### src/rtl/nios_accel_pkg.sv
// nios_accel_pkg: register map, status bit positions and limits for the accelerometer FIR input port
package nios_accel_pkg;
  localparam logic [1:0] ADDR_DATA = 2'd0;
  localparam logic [1:0] ADDR_STATUS = 2'd1;
  localparam logic [1:0] ADDR_IRQ_EN = 2'd2;
  localparam int ST_EMPTY = 5;
  localparam int ST_FULL = 6;
  localparam int ST_OVF = 7;
  localparam int DEPTH_MAX = 16;
endpackage

### src/rtl/nios_accel_sample_fifo.sv
// nios_accel_sample_fifo: register-based sample FIFO with separate count and drop-on-full overflow pulse
import nios_accel_pkg::*;
module nios_accel_sample_fifo #(
  parameter int DATA_W = 31,
  parameter int DEPTH = 4
) (
  input  logic              clk,
  input  logic              reset_n,
  input  logic              push,
  input  logic              pop,
  input  logic [DATA_W-1:0] data_in,
  output logic [DATA_W-1:0] head,
  output logic [4:0]        count,
  output logic              full,
  output logic              empty,
  output logic              empty_nxt,
  output logic              ovf_pulse
);
  localparam int AW = (DEPTH > 1) ? $clog2(DEPTH) : 1;
  logic [DATA_W-1:0] mem [DEPTH];
  logic [AW-1:0] wp, rp;
  logic [4:0] count_nxt;
  logic push_eff, pop_eff;
  always_comb begin
    empty = count == 5'd0;
    full = count == 5'(DEPTH);
    pop_eff = pop && !empty;
    // a pop in the same cycle frees the slot, so a full FIFO still accepts the push
    push_eff = push && (!full || pop_eff);
    ovf_pulse = push && !push_eff;
    count_nxt = count + 5'(push_eff) - 5'(pop_eff);
    empty_nxt = count_nxt == 5'd0;
    head = mem[rp];
  end
  always_ff @(posedge clk or negedge reset_n)
    if (!reset_n) begin
      wp <= '0;
      rp <= '0;
      count <= '0;
    end else begin
      wp <= wp + AW'(push_eff);
      rp <= rp + AW'(pop_eff);
      count <= count_nxt;
    end
  always_ff @(posedge clk)
    if (push_eff) mem[wp] <= data_in;
endmodule

### src/rtl/nios_accelerometer_fir_in_x.sv
// nios_accelerometer_fir_in_x: Avalon-MM slave exposing FIR output samples to the Nios CPU via FIFO, status and irq
import nios_accel_pkg::*;
module nios_accelerometer_fir_in_x #(
  parameter int DATA_W = 31,
  parameter int DEPTH = 4
) (
  input  logic              clk,
  input  logic              reset_n,
  input  logic [DATA_W-1:0] in_data,
  input  logic              in_valid,
  input  logic [1:0]        address,
  input  logic              chipselect,
  input  logic              read_n,
  input  logic              write_n,
  input  logic [31:0]       writedata,
  output logic [31:0]       readdata,
  output logic              irq
);
  logic [DATA_W-1:0] head;
  logic [4:0] count;
  logic full, empty, empty_nxt, ovf_pulse;
  logic rd, wr, pop, ovf, ovf_nxt;
  logic [1:0] irq_en, irq_en_nxt;
  logic [31:0] status, data_ext;
  logic unused_bits;
  assign unused_bits = ^{writedata[31:8], writedata[6:2]};
  nios_accel_sample_fifo #(.DATA_W(DATA_W), .DEPTH(DEPTH)) u_fifo (
    .clk(clk),
    .reset_n(reset_n),
    .push(in_valid),
    .pop(pop),
    .data_in(in_data),
    .head(head),
    .count(count),
    .full(full),
    .empty(empty),
    .empty_nxt(empty_nxt),
    .ovf_pulse(ovf_pulse)
  );
  always_comb begin
    rd = chipselect && !read_n;
    wr = chipselect && !write_n;
    pop = rd && address == ADDR_DATA;
    // set beats a simultaneous write-1-to-clear so no dropped sample goes unreported
    ovf_nxt = ovf_pulse ? 1'b1 : (wr && address == ADDR_STATUS && writedata[ST_OVF]) ? 1'b0 : ovf;
    irq_en_nxt = (wr && address == ADDR_IRQ_EN) ? writedata[1:0] : irq_en;
    status = 32'd0;
    status[4:0] = count;
    status[ST_EMPTY] = empty;
    status[ST_FULL] = full;
    status[ST_OVF] = ovf;
    data_ext = {{(32-DATA_W){head[DATA_W-1]}}, head};
    readdata = address == ADDR_DATA ? (empty ? 32'd0 : data_ext) :
               address == ADDR_STATUS ? status :
               address == ADDR_IRQ_EN ? {30'd0, irq_en} : 32'd0;
  end
  always_ff @(posedge clk or negedge reset_n)
    if (!reset_n) begin
      ovf <= 1'b0;
      irq_en <= 2'b0;
      irq <= 1'b0;
    end else begin
      ovf <= ovf_nxt;
      irq_en <= irq_en_nxt;
      irq <= (irq_en_nxt[0] && !empty_nxt) || (irq_en_nxt[1] && ovf_nxt);
    end
endmodule

### config.mk
export PLATFORM = sky130hd
export DESIGN_NAME = nios_accelerometer_fir_in_x
export DESIGN_NICKNAME = d
export VERILOG_FILES = /design/src/rtl/nios_accel_pkg.sv /design/src/rtl/nios_accel_sample_fifo.sv /design/src/rtl/nios_accelerometer_fir_in_x.sv
export SDC_FILE = /design/constraint.sdc
export NUM_CORES = 1
export LEC_CHECK = 0
export ABC_AREA = 1
export BUFFER_PORTS_ARGS = -buffer_cell sky130_fd_sc_hd__buf_2
export CAP_MARGIN = 20
export CORE_MARGIN = 2
export CORE_UTILIZATION = 40
export CTS_BUF_LIST = sky130_fd_sc_hd__clkbuf_8
export DETAILED_ROUTE_END_ITERATION = 10
export MAX_ROUTING_LAYER = met4
export PLACE_DENSITY_LB_ADDON = 0.25
export SKIP_CTS_REPAIR_TIMING = 1
export SLEW_MARGIN = 20
export SYNTH_ARGS = -nofsm -noshare
export SYNTH_HDL_FRONTEND = slang
export SYNTH_HIERARCHICAL = 1
export SYNTH_SLANG_ARGS = --single-unit
### constraint.sdc
create_clock -name clk -period 2.67 [get_ports clk]
set_input_delay 0.534 -clock clk [delete_from_list [all_inputs] [get_ports clk]]
set_output_delay 0.534 -clock clk [all_outputs]
set_load 0.02 [all_outputs]
==> key figures <==
Synth
  • Post-synthesis register bit count: 137
  • Yosys top cell by area: edfxtp_1
  • Synth area leaders: edfxtp_1, nor2_1, dfrtp_1, nand2_1, o21ai_1
  • Synthesized instance count: 490
  • Avg Cell Area, Syn: 11.9 sq um
  • Share of the synthesized area in the top cell type: 0.639
  • Distinct cell type count after synthesis: 29
  • Synthesized cell area: 5820 sq um
  • Synth Warn #: 6
  • Register area share after synthesis: 0.695
  • Syn_nets: 569

STA
  • Tcrit/Tclk final: 0.955
  • Final hold viol count: 0
  • Setup TNS: 0 ns
  • FMAX: 392 MHz
  • Worst slew pin tran: 0.430 ns
  • Relative slew slack: 0.713
  • Final setup fails: 0
  • Post-Route Skew: 0.00967 ns
  • Minimum clock period after layout: 2.55 ns
  • Final Max Slew Viols: 0

Die
  • FP Rows: 44
  • I/O pin total: 104
  • Die Y-Extent: 125 um
  • Area of the core: 14,400 sq um
  • Die span in x: 125 um
  • Starting density of the core: 0.405
  • Die area: 15,500 sq um

Cells and area
  • Fin nets: 665
  • P&R area growth vs syn: 19.3%
  • Final core utilization: 0.484
  • Share of layout cells above drive strength 1: 0.260
  • ANT cells: 0

Drt
  • Final wirelength: 12,900 um
  • WL/cell: 16.5 um
  • Routed Antenna Nets: 0
  • Via density: 4.97
  • Starting DRT DRC Count: 186
  • Post-route DRC: 0
  • Routed via count: 3,888
  • Pre-antenna DRT Iters: 4

Setup path
  • Req. time, crit path: 2.99 ns
  • Worst setup SP type: register
  • CP Capture Type: register
  • Maximum fanout along the worst path: 3
  • CP Class: reg2reg
  • WP data arrival: 2.87 ns

GRT
  • Initial antenna violation count: 0
  • First-pass GRT wire length: 20,400 um
  • Vias in the first global route: 3,996
  • Total gr overflow: 0
  • GRT Util Overall: 0.176
  • Largest net degree at the start of global routing: 63

Power
  • Worst VDD drop: 0.000496 V
  • Power per cell area: 1090 nW/um^2
  • Static Leak: 2.76 nW

Min path
  • HP Class: in2reg

Place
  • Post-DP HPWL: 7830 um
  • Number of port buffers: 74
  • RePlAce Congestion: 0.790

Job
  • Max Cap Viol: 0

Clocking
  • H-tree depth: 4
  • Reg clk slew, reported paths: 0.07 ns
  • CTS root buffer: clkbuf_8
  • Clock latency on the worst-skew pair: 0.43 ns
  • CTS tree: yes
  • Clk buf depth: 2
  • Num Clock Sinks: 137
  • Total CTS buffers: 17

Status
  • Status: finished, final reports clean
==> per-layer routing <==
layer	part of all wire	track usage	vias up
met4	0.012	0.0654	0
met5	0	-	-
li1	-	-	1921
met1	0.44	0.219	1861
met3	0.039	0.0404	12
met2	0.51	0.281	94
==> worst paths after layout <==
check,start,endpoint,slack [ns],cells past startpoint
hold / removal,in_data[13],u_fifo/mem[2][13],0.32,1
setup / recovery,u_fifo/count[3],irq,0.12,15
max in group asynchronous,reset_n,u_fifo/rp[0],1.89,2
hold reg to reg,irq_en[1],irq_en[1],0.52,2
min in group asynchronous,reset_n,irq_en[0],0.52,2
setup reg to reg,u_fifo/count[3],irq,0.12,15
==> synthesized netlist by cell type (all sizes together) <==
cell      n
nand3b    1
o22ai    31
ha        7
dfrtp    13
nand3    24
or2       1
nor2     97
a21oi     1
o211ai    1
buf      22
nand2    65
o21ai    64
fa        1
edfxtp  124
inv      30
o21bai    1
clkbuf    4
and2      1
xor2      2
==> registers in the layout, indices dropped and copies added, names as in the netlist <==
| register | count |
|---|---|
| u_fifo/rp | 2 |
| u_fifo/mem | 124 |
| ovf | 1 |
| irq_en | 2 |
| u_fifo/count | 5 |
| irq | 1 |
| u_fifo/wp | 2 |
==> critical path: stages, from the launching register on <==
cell	delay, ns
dfrtp_1	0.40
inv_2	0.11
ha_4	0.14
nand3_2	0.08
nand2_2	0.11
inv_2	0.05
nand2_2	0.08
nand2_2	0.07
ha_4	0.17
fa_1	0.45
or2_2	0.30
nor2_1	0.09
nand3_1	0.09
nor2_2	0.13
nand3b_1	0.12
nand2_1	0.05
==> power by group <==
| group | total, mW | switching [mW] | internal (mW) |
|---|---|---|---|
| clock network | 1.66 | 0.749 | 0.908 |
| logic | 2.89 | 1.87 | 1.01 |
| registers | 3.01 | 0.163 | 2.85 |
| total | 7.56 | 2.79 | 4.77 |
==> layout make-up <==
class                      count  area, sq um
multi-input combinational    297         1500
timing repair buffer         103          652
inverter                      30          128
tap                          184          230
clock inverter                15          160
clock buffer                  17          234
fill                        1304         7420
sequential                   137         4050
==> logic make-up after synthesis <==
kind of cell    after synthesis  share of synthesized area
compound gates               98                     0.0918
xor+xnor                      2                    0.00301
simple gates                189                      0.132
flops                       137                      0.695
fa+ha+maj                     8                     0.0185
buf+inv                      56                     0.0599
==> per-stage QoR <==
step	area (sq um)	power, mW	hold slack (ns)	setup WS (ns)	instances
6_report	6950	7.56	0.315	0.120	783
5_1_grt	6950	8.10	0.287	-0.0451	783
4_1_cts	6840	7.51	-0.0240	-0.0141	776
3_5_place_dp	6440	5.84	0.456	-0.0850	744
3_3_place_gp	6440	5.76	0.447	-0.0826	744
2_1_floorplan	5820	5.06	0.238	-0.304	490
==> layout by cell type (no fill, tap or decap), types with 4 or more instances in the layout <==
cell and instances:
edfxtp_1 124, nor2_1 89, buf_2 74, nand2_1 60
o21ai_1 46, o22ai_1 31, inv_1 23, nand3_1 23
buf_4 21, o21ai_0 18, clkbuf_8 17, dfrtp_1 12
inv_2 7, nor2_4 5, nand2_2 5, ha_1 5
buf_12 4
(Power assumes the default switching activity.)
